### config.mk
export PLATFORM = sky130hd
export DESIGN_NAME = rom_loader_flat
export DESIGN_NICKNAME = d
export VERILOG_FILES = /design/src/rtl/rom_loader_if.sv /design/src/rtl/rom_loader.sv /design/src/flat_wrapper.sv
export SDC_FILE = /design/constraint.sdc
export NUM_CORES = 1
export LEC_CHECK = 0
export ABC_AREA = 1
export CORE_ASPECT_RATIO = 0.6
export CORE_UTILIZATION = 45
export CTS_BUF_LIST = sky130_fd_sc_hd__clkbuf_4 sky130_fd_sc_hd__clkbuf_8 sky130_fd_sc_hd__clkbuf_16
export DETAILED_ROUTE_END_ITERATION = 10
export PLACE_DENSITY = 0.77
export SYNTH_ARGS = -nofsm -noshare
export SYNTH_HDL_FRONTEND = slang
export SYNTH_SLANG_ARGS = --single-unit
### constraint.sdc
create_clock -name clk_sys -period 3 [get_ports clk_sys]
set_input_delay 0.3 -clock clk_sys [delete_from_list [all_inputs] [get_ports clk_sys]]
set_output_delay 0.3 -clock clk_sys [all_outputs]
set_load 0.005 [all_outputs]
### src/rtl/rom_loader_if.sv
// HPS download stream bundle: index/address/data with download and write qualifiers.
interface rom_loader_if;
  logic        ioctl_download;
  logic        ioctl_wr;
  logic [7:0]  ioctl_index;
  logic [24:0] ioctl_addr;
  logic [7:0]  ioctl_dout;

  // Source side (HPS / bench)
  modport master (
    output ioctl_download, ioctl_wr, ioctl_index, ioctl_addr, ioctl_dout
  );

  // Sink side (loader)
  modport slave (
    input ioctl_download, ioctl_wr, ioctl_index, ioctl_addr, ioctl_dout
  );
endinterface

### src/rtl/rom_loader.sv
// ROM loader: routes the HPS download stream into the CPU, sound and sample ROM
// write ports, captures DIP/game-select bytes, tracks load status and holds
// the game core in reset until a download has settled.
module rom_loader #(
  parameter int unsigned HOLD_CYCLES = 256
) (
  input  logic        clk_sys,
  input  logic        reset,
  rom_loader_if.slave ioctl,
  output logic        cpu_rom_we,
  output logic [14:0] cpu_rom_addr,
  output logic        snd_rom_we,
  output logic [11:0] snd_rom_addr,
  output logic        wav_rom_we,
  output logic [15:0] wav_rom_addr,
  output logic [7:0]  rom_data,
  output logic [7:0]  dip_sw,
  output logic [4:0]  game_mod,
  output logic        core_hold,
  output logic        rom_valid,
  output logic [17:0] byte_count,
  output logic [7:0]  checksum
);

  // A zero hold length still spends one cycle in HOLD.
  localparam int unsigned HOLD_EFF  = (HOLD_CYCLES == 0) ? 1 : HOLD_CYCLES;
  localparam int unsigned CNT_W     = (HOLD_EFF > 1) ? $clog2(HOLD_EFF) : 1;
  localparam int unsigned BC_W      = 18;
  localparam logic [CNT_W-1:0] HOLD_LOAD = CNT_W'(HOLD_EFF - 1);
  localparam logic [BC_W-1:0]  BC_MAX    = {BC_W{1'b1}};

  typedef enum logic [1:0] {
    IDLE  = 2'd0,
    LOAD  = 2'd1,
    HOLD  = 2'd2,
    READY = 2'd3
  } state_t;

  state_t           state_q, state_n;
  logic [CNT_W-1:0] cnt_q, cnt_n;
  logic             dl_q;
  logic [7:0]       mod_q;

  logic             dl_rise_c, dl_fall_c, wr_acc_c;
  logic             sel_cpu_c, sel_snd_c, sel_wav_c, in_map_c;
  logic [BC_W-1:0]  bc_base_c, bc_n_c;
  logic [7:0]       cks_base_c, cks_n_c;
  logic [4:0]       mod_dec_c;

  // Download edge detection and write qualification.
  assign dl_rise_c = ioctl.ioctl_download & ~dl_q;
  assign dl_fall_c = ~ioctl.ioctl_download & dl_q;
  assign wr_acc_c  = ioctl.ioctl_wr & ioctl.ioctl_download;

  // Address map decode for index-0 writes.
  always_comb begin
    sel_cpu_c = 1'b0;
    sel_snd_c = 1'b0;
    sel_wav_c = 1'b0;
    if (wr_acc_c && (ioctl.ioctl_index == 8'd0)) begin
      sel_cpu_c = (ioctl.ioctl_addr[24:15] == 10'd0);
      sel_snd_c = (ioctl.ioctl_addr[24:12] == 13'h00E);
      sel_wav_c = (ioctl.ioctl_addr[24:16] == 9'h001);
    end
    in_map_c = sel_cpu_c | sel_snd_c | sel_wav_c;
  end

  // Load statistics: clear on an index-0 download start, then count the same-cycle write.
  always_comb begin
    bc_base_c  = byte_count;
    cks_base_c = checksum;
    if (dl_rise_c && (ioctl.ioctl_index == 8'd0)) begin
      bc_base_c  = '0;
      cks_base_c = '0;
    end
    bc_n_c  = bc_base_c;
    cks_n_c = cks_base_c;
    if (in_map_c) begin
      bc_n_c  = (bc_base_c == BC_MAX) ? BC_MAX : bc_base_c + BC_W'(1);
      cks_n_c = cks_base_c + ioctl.ioctl_dout;
    end
  end

  // Game select one-hot decode.
  always_comb begin
    mod_dec_c = 5'b00000;
    case (mod_q)
      8'd0:    mod_dec_c = 5'b00001;
      8'd1:    mod_dec_c = 5'b00010;
      8'd2:    mod_dec_c = 5'b00100;
      8'd3:    mod_dec_c = 5'b01000;
      8'd4:    mod_dec_c = 5'b10000;
      default: mod_dec_c = 5'b00000;
    endcase
  end

  // Next-state and hold counter.
  always_comb begin
    state_n = state_q;
    cnt_n   = cnt_q;
    case (state_q)
      IDLE: begin
        if (dl_rise_c) state_n = LOAD;
      end
      LOAD: begin
        if (dl_fall_c) begin
          state_n = HOLD;
          cnt_n   = HOLD_LOAD;
        end
      end
      HOLD: begin
        if (dl_rise_c)             state_n = LOAD;
        else if (cnt_q == '0)      state_n = READY;
        else                       cnt_n   = cnt_q - CNT_W'(1);
      end
      READY: begin
        if (dl_rise_c) state_n = LOAD;
      end
      default: state_n = IDLE;
    endcase
  end

  // State register; download history resets high so a level already high is not an edge.
  always_ff @(posedge clk_sys or posedge reset) begin
    if (reset) begin
      state_q <= IDLE;
      cnt_q   <= '0;
      dl_q    <= 1'b1;
    end else begin
      state_q <= state_n;
      cnt_q   <= cnt_n;
      dl_q    <= ioctl.ioctl_download;
    end
  end

  // Registered ROM write ports; address/data hold when no strobe.
  always_ff @(posedge clk_sys or posedge reset) begin
    if (reset) begin
      cpu_rom_we   <= 1'b0;
      snd_rom_we   <= 1'b0;
      wav_rom_we   <= 1'b0;
      cpu_rom_addr <= '0;
      snd_rom_addr <= '0;
      wav_rom_addr <= '0;
      rom_data     <= '0;
    end else begin
      cpu_rom_we <= sel_cpu_c;
      snd_rom_we <= sel_snd_c;
      wav_rom_we <= sel_wav_c;
      if (sel_cpu_c) cpu_rom_addr <= ioctl.ioctl_addr[14:0];
      if (sel_snd_c) snd_rom_addr <= ioctl.ioctl_addr[11:0];
      if (sel_wav_c) wav_rom_addr <= ioctl.ioctl_addr[15:0];
      if (in_map_c)  rom_data     <= ioctl.ioctl_dout;
    end
  end

  // Configuration bytes and game select.
  always_ff @(posedge clk_sys or posedge reset) begin
    if (reset) begin
      dip_sw   <= '0;
      mod_q    <= '0;
      game_mod <= 5'b00001;
    end else begin
      if (wr_acc_c && (ioctl.ioctl_index == 8'd254) && (ioctl.ioctl_addr == 25'd0))
        dip_sw <= ioctl.ioctl_dout;
      if (wr_acc_c && (ioctl.ioctl_index == 8'd1) && (ioctl.ioctl_addr == 25'd0))
        mod_q <= ioctl.ioctl_dout;
      game_mod <= mod_dec_c;
    end
  end

  // Load status registers, aligned with the state register.
  always_ff @(posedge clk_sys or posedge reset) begin
    if (reset) begin
      byte_count <= '0;
      checksum   <= '0;
      core_hold  <= 1'b1;
      rom_valid  <= 1'b0;
    end else begin
      byte_count <= bc_n_c;
      checksum   <= cks_n_c;
      core_hold  <= (state_n != READY);
      rom_valid  <= (state_n == READY) && (bc_n_c != '0);
    end
  end

endmodule

### src/flat_wrapper.sv
// flat-port wrapper written by rule: the top's interface ports become plain ports
module rom_loader_flat 
#(
  parameter int unsigned HOLD_CYCLES = 256
)
  (clk_sys, reset, cpu_rom_we, cpu_rom_addr, snd_rom_we, snd_rom_addr, wav_rom_we, wav_rom_addr, rom_data, dip_sw, game_mod, core_hold, rom_valid, byte_count, checksum, ioctl_ioctl_download, ioctl_ioctl_wr, ioctl_ioctl_index, ioctl_ioctl_addr, ioctl_ioctl_dout);
  rom_loader_if ioctl_i ();
  input  logic clk_sys;
  input  logic reset;
  output logic cpu_rom_we;
  output logic [14:0] cpu_rom_addr;
  output logic snd_rom_we;
  output logic [11:0] snd_rom_addr;
  output logic wav_rom_we;
  output logic [15:0] wav_rom_addr;
  output logic [7:0] rom_data;
  output logic [7:0] dip_sw;
  output logic [4:0] game_mod;
  output logic core_hold;
  output logic rom_valid;
  output logic [17:0] byte_count;
  output logic [7:0] checksum;
  input wire logic [$bits(ioctl_i.ioctl_download)-1:0] ioctl_ioctl_download;
  input wire logic [$bits(ioctl_i.ioctl_wr)-1:0] ioctl_ioctl_wr;
  input wire logic [$bits(ioctl_i.ioctl_index)-1:0] ioctl_ioctl_index;
  input wire logic [$bits(ioctl_i.ioctl_addr)-1:0] ioctl_ioctl_addr;
  input wire logic [$bits(ioctl_i.ioctl_dout)-1:0] ioctl_ioctl_dout;
  assign ioctl_i.ioctl_download = ioctl_ioctl_download;
  assign ioctl_i.ioctl_wr = ioctl_ioctl_wr;
  assign ioctl_i.ioctl_index = ioctl_ioctl_index;
  assign ioctl_i.ioctl_addr = ioctl_ioctl_addr;
  assign ioctl_i.ioctl_dout = ioctl_ioctl_dout;
  rom_loader #(.HOLD_CYCLES(HOLD_CYCLES)) u_core (.clk_sys(clk_sys), .reset(reset), .ioctl(ioctl_i), .cpu_rom_we(cpu_rom_we), .cpu_rom_addr(cpu_rom_addr), .snd_rom_we(snd_rom_we), .snd_rom_addr(snd_rom_addr), .wav_rom_we(wav_rom_we), .wav_rom_addr(wav_rom_addr), .rom_data(rom_data), .dip_sw(dip_sw), .game_mod(game_mod), .core_hold(core_hold), .rom_valid(rom_valid), .byte_count(byte_count), .checksum(checksum));
endmodule
=== Yosys cells after proc, flatten, opt, wreduce, memory -nomap -nowiden ===
Cells that the tools add are included.

* Output and inout port bits: 95
* Register bits after elaboration: 114
* Input bits: 45

* Multiplexer cells: 18
* Eq/ne operators: 17
* $add $sub $neg: 3
* Bitwise gates (word level): 7
* Reductions and logical operators: 17

{| class="wikitable"
|+ Operators with widths
! kind !! number
|-
| 18-bit 2-to-1 mux || 3
|-
| 8-bit 2-to-1 mux || 5
|-
| 25-bit zero test || 1
|-
| 5-bit case mux with 5 select lines || 1
|-
| 8-bit zero test || 3
|-
| 18-bit by 1-bit adder with 18-bit output (second input constant) || 1
|-
| 18-bit equality test (second input constant) || 1
|-
| 18-bit nonzero test || 1
|-
| 8-bit by 1-bit equality test with 1-bit output (second input constant) || 2
|-
| 8-bit by 2-bit equality test with 1-bit output (second input constant) || 2
|-
| 8-bit case mux with 2 select lines || 1
|-
| 13-bit by 4-bit equality test with 1-bit output (second input constant) || 1
|-
| 10-bit zero test || 1
|-
| 9-bit by 1-bit equality test with 1-bit output (second input constant) || 1
|-
| 8-bit adder || 1
|-
| 8-bit by 3-bit equality test with 1-bit output (second input constant) || 1
|-
| 8-bit equality test (second input constant) || 1
|-
| 2-bit 2-to-1 mux || 4
|-
| 8-bit by 1-bit subtractor with 8-bit output (second input constant) || 1
|-
| 1-bit logical AND || 7
|-
| 2-bit equality test (second input constant) || 3
|-
| 2-bit inequality test (second input constant) || 3
|-
| 2-bit case mux with 3 select lines || 1
|-
| 4-bit AND reduction || 1
|-
| other kinds (9) || 15
|}

=== Logic depth before layout (Yosys ltp) ===
* Depth in word-level cells: 9
* Depth in mapped cells: 20
* Gate-level depth less buffers: 18

=== Worst setup path after synthesis ===
Ideal clock, no wire load.

* Path kind: input-to-reg
* From: input ioctl_ioctl_index[7]
* To: register u_core.checksum[7]
* Setup time: 0.131 ns
* Required time: 2.869 ns
* Path buffers: 1
* Arrival: 2.551 ns
* Setup slack: 0.318 ns
* Stages: 19
* Cell sequence: nor2_1 > nand2_2 > nor2_8 > nand2_4 > inv_1 > buf_2 > nor2_1 > ha_1 > nand3_1 > nand2_1 > nand2_1 > nand2_1 > a21oi_1 > or2_2 > nand2_1 > a21oi_1 > a21oi_1 > o21ai_0 > xor2_1

* Longest elaborated chain between the ends: 6
* Elaborated cells between the ends (all ways): 11
* Classes of those cells: add/sub (1); mux (5); bitwise (2); reduce/logical (3)

{| class="wikitable"
|+ Ends and longest elaborated chain
! element !! line !! text
|-
| from (decl) || flat_wrapper.sv:25 || <nowiki>input wire logic [$bits(ioctl_i.ioctl_index)-1:0] ioctl_ioctl_index;</nowiki>
|-
| 8-bit zero test * || rom_loader.sv:60, rom_loader.sv:72 ||
|-
| branches (longest 4 deep; another with 8-bit adder) || n/a ||
|-
| 8-bit 2-to-1 mux * || rom_loader.sv:78 || <nowiki>if (in_map_c) begin</nowiki>
|-
| via u_core.cks_n_c[7] || rom_loader.sv:47 || <nowiki>logic [7:0] cks_base_c, cks_n_c;</nowiki>
|-
| to (signal assigned) || rom_loader.sv:181 || <nowiki>checksum <= cks_n_c;</nowiki>
|-
| to (decl) || rom_loader.sv:22 || <nowiki>output logic [7:0] checksum</nowiki>
|}

Mark *: on every way through the listed nets, which the timed path passes.
A chain may end at the register's enable or synchronous reset.

=== Final worst setup path ===
* From: register u_core.dl_q
* To: register u_core.checksum[6]

* Longest elaborated chain between the ends: 6

{| class="wikitable"
|+ Ends and longest elaborated chain
! element !! line !! text
|-
| from (decl) || rom_loader.sv:41 || <nowiki>logic dl_q;</nowiki>
|-
| from (signal assigned) || rom_loader.sv:132 || <nowiki>dl_q <= ioctl.ioctl_download;</nowiki>
|-
| 1-bit NOT * || rom_loader.sv:51 || <nowiki>assign dl_rise_c = ioctl.ioctl_download & ~dl_q;</nowiki>
|-
| 1-bit bitwise AND * || rom_loader.sv:51 ||
|-
| 1-bit logical AND * || rom_loader.sv:72 || <nowiki>if (dl_rise_c && (ioctl.ioctl_index == 8'd0)) begin</nowiki>
|-
| 8-bit 2-to-1 mux * || rom_loader.sv:72 ||
|-
| 8-bit adder || rom_loader.sv:80 || <nowiki>cks_n_c = cks_base_c + ioctl.ioctl_dout;</nowiki>
|-
| 8-bit 2-to-1 mux * || rom_loader.sv:78 ||
|-
| via u_core.cks_n_c[6] || rom_loader.sv:47 ||
|}

The timed path passes the listed nets; every way through them passes the cells marked *.

==> Implementation_results.wiki <==
{| class="wikitable"
! Metric !! Value
|-
| Result of the run || completed
|-
| Top routing layer in use || met4
|-
| Main synth FF type || dfrtp_1
|-
| Clock-pin slew reported for the worst setup and hold paths after clock tree synthesis || 0.06 ns
|-
| Row count || 31
|-
| WL final || 15400 um
|-
| Multi-input gate area in the final layout || 2270 um^2
|-
| Worst path bufs/invs || 3
|-
| Share of Yosys cell area claimed by the top area cell type || 49.8%
|-
| Total placed instance area || 7230 um^2
|-
| TritonCTS buffer count || 17
|-
| Met3 Routed Length || 1260 um
|-
| Cell area after synthesis || 5580 um^2
|-
| Place WS || -0.0108 ns
|-
| Routed wl met2 || 6640 um
|-
| Share of final-layout standard cells stronger than drive strength 1 || 9.93%
|-
| Growth of design area from synthesis to finish || 39.9%
|-
| Maximum Capacitance Violations || 0
|-
| Horizontal die dimension || 146 um
|-
| CTS tree || done
|-
| Worst relative slew slack || 42.4%
|-
| Sum of overflow across all layers after global routing || 0
|-
| Antenna violations before repair || 1
|-
| Worst min-delay path category || input pin to asynchronous set/reset pin
|-
| FF+latch area || 2860 um^2
|-
| Power Density || 516 nW/um^2
|-
| Detailed Routing Iterations Pass 1 || 5
|-
| Post-synth EDFFs || 0
|-
| Number of storage elements in the synthesis netlist || 114
|-
| Share of the clock period used by the worst path || 88.7%
|-
| Count of placed standard cells in the final layout, fillers left out || 1012
|-
| Weighted congestion reported at the end of routability-driven placement || 0.937
|-
| Count of input and output buffers || 139
|-
| Kind of end point of the critical path || register
|-
| NumNets Final || 891
|-
| Slowest stage cell, crit path || dfstp_2
|-
| Fraction of the core area covered by cells at the end of the flow || 64.7%
|-
| Hold Buf Count CTS || 0
|-
| Commonest cells post-synth || nand2_1 (157), dfrtp_1 (111), inv_1 (93), o21ai_0 (79), nor2_1 (62)
|-
| Floorplan die area || 12900 um^2
|-
| Clock Latency Late Sink || 0.40 ns
|-
| Worst hold slack || 0.406 ns
|-
| Detailed-route vias per instance || 5.19
|-
| Distinct cells, synth || 38
|-
| Count of pins over their slew limit || 0
|-
| DRC violations left || 0
|-
| Placed Instances || 979
|-
| Post-Syn Area per Cell || 8.23 um^2
|-
| Fin Clk Skew || 0.00424 ns
|-
| Cts repair resizes || 0
|-
| Fill cell total of the finished layout || 950
|-
| Initial standard-cell utilization of the core || 46.3%
|-
| Post-synth net total || 736
|-
| Sequential fraction of the synthesis area || 51.2%
|-
| Final standard cell area without fillers || 7810 um^2
|-
| First-pass GRT wire length || 24900 um
|-
| CP Launch Type || register
|-
| Crit path kind || register to register
|-
| Period minus WS final || 2.66 ns
|-
| Sequence of cells on the critical path || nor2_1 -> nand2_4 -> inv_1 -> buf_4 -> nor2_1 -> ha_1 -> inv_1 -> fa_1 -> o21ai_0 -> a21oi_1 -> o21ai_0 -> xnor2_1 -> a21oi_1
|-
| Die H || 88.3 um
|-
| Biggest area contributors in the synthesized netlist || dfrtp_1 (50%), nand2_1 (11%), o21ai_0 (7.1%), inv_1 (6.3%), nor2_1 (4.2%)
|-
| Core region area || 12100 um^2
|-
| Deepest clock path buffer count || 2
|-
| Global-route usage over all layers || 25.0%
|-
| M1 WL || 7210 um
|-
| Leakage power || 3.75 nW
|-
| Delay-heaviest family, CP || compound AO/OA/AOI/OAI gates
|-
| Largest net degree at the start of global routing || 45
|-
| Root Buffer || clkbuf_16
|-
| Highest clock frequency the design can meet || 0.376 GHz
|-
| Routed length per instance || 15.2 um
|-
| Setup repair after global routing missed its margin || false
|-
| Most frequent cell after synthesis || nand2_1
|-
| Setup violation total in the final timing report || 0
|-
| Worst endpoint required time || 3.28 ns
|-
| Crit-path max FO || 4
|-
| Least setup slack across all paths after layout || 0.340 ns
|-
| Clock tree sinks || 114
|-
| Iteration-0 DRC count of the detailed router || 396
|-
| Final hold vios || 0
|-
| Vias after detailed routing || 5250
|-
| Level count of the clock H-tree || 4
|-
| Number of I/O pins || 140
|-
| Arr. time, crit path || 2.94 ns
|-
| Number of warnings issued by yosys || 0
|-
| Share of async-settable or async-resettable flops after synthesis || 100%
|-
| Largest stage delay on the critical path || 0.55 ns
|-
| Library cell occupying the most area in the post-synthesis netlist || dfrtp_1
|-
| Maximum ir drop on the vdd rail || 0.000430 V
|-
| Slew at the pin closest to its max-slew limit || 0.863 ns
|-
| Number of buffers inserted by post-CTS setup repair || 0
|-
| Vias in the first global route || 5002
|-
| Cells after Synth || 678
|-
| Detail Placement HPWL || 11400 um
|-
| Detail Route Antenna Nets || 0
|}
## flip-flops by register name, indices dropped and copies added, names as in the netlist
register             count
u_core.game_mod          5
u_core.snd_rom_we        1
u_core.mod_q             8
u_core.core_hold         1
u_core.cpu_rom_addr     15
u_core.dip_sw            8
u_core.wav_rom_addr     16
u_core.byte_count       18
u_core.cpu_rom_we        1
u_core.rom_data          8
u_core.dl_q              1
u_core.rom_valid         1
u_core.state_q           2
u_core.cnt_q             8
u_core.snd_rom_addr     12
u_core.checksum          8
u_core.wav_rom_we        1
## cell families after synthesis
logic type	Yosys count	share of synthesized area (%)
simple gates	324	26.9
flops	114	51.2
fa+ha+maj	13	3.05
compound gates	105	9.71
xor+xnor	7	1.10
buf+inv	115	8.11
## cell usage in the layout, fill, tap and decap left out, types with 4 or more instances in the layout
| cell type | synthesis | layout |
|---|---|---|
| nand2_2 | 6 | 6 |
| xor2_1 | 4 | 4 |
| nand2_1 | 157 | 157 |
| clkdlybuf4s50_1 | 0 | 139 |
| o21ai_1 | 10 | 10 |
| clkbuf_16 | 0 | 17 |
| buf_4 | 1 | 12 |
| nor3_1 | 13 | 13 |
| inv_6 | 0 | 6 |
| nand3_1 | 39 | 39 |
| dfrtp_1 | 111 | 111 |
| ha_1 | 12 | 12 |
| nand3_2 | 5 | 5 |
| nor2_2 | 6 | 6 |
| o21ai_0 | 79 | 79 |
| nand4_1 | 19 | 19 |
| inv_2 | 5 | 5 |
| nor2_1 | 62 | 62 |
| inv_1 | 93 | 92 |
| clkinvlp_4 | 0 | 5 |
| a21oi_1 | 9 | 9 |
## routing by layer
| layer | vias to the layer above | global-route usage [%] |
|---|---|---|
| met4 | 0 | 10.1 |
| met2 | 220 | 38.9 |
| met3 | 21 | 5.77 |
| met1 | 2494 | 34.4 |
| met5 | - | 0 |
| li1 | 2515 | - |
## stage by stage
stage | total power [mW] | TNS [ns]
6_report | 4.03 | 0
5_1_grt | 4.20 | 0
4_1_cts | 4.06 | 0
3_5_place_dp | 2.10 | -0.0108
3_3_place_gp | 2.07 | 0
2_1_floorplan | 1.90 | 0
## worst paths after layout
| check | startpoint | endpoint | slack, ns | cells past startpoint |
|---|---|---|---|---|
| max | u_core.dl_q | u_core.checksum[6] | 0.34 | 13 |
| max in group asynchronous | reset | u_core.core_hold | 1.88 | 3 |
| min reg2reg | u_core.mod_q[0] | u_core.game_mod[0] | 0.46 | 1 |
| max reg2reg | u_core.dl_q | u_core.checksum[6] | 0.34 | 13 |
| min | reset | u_core.snd_rom_addr[0] | 0.41 | 2 |
| min in group clk_sys | u_core.mod_q[0] | u_core.game_mod[0] | 0.46 | 1 |
## area by class of cell
type	count	share of cell area (%)
Timing Repair Buffer	153	19.5
Sequential cell	114	36.6
Multi-Input combinational cell	449	29.1
Inverter	98	4.76
Clock inverter	15	1.92
Tap cell	165	2.64
Clock buffer	17	5.45
Antenna cell	1	0.0321
## power by group
part	internal [mW]	total, mW	switching, mW
clock network	1.16	1.94	0.782
registers	1.59	1.63	0.0384
logic	0.191	0.452	0.261
total	2.94	4.03	1.08
(Power assumes the default switching activity.)
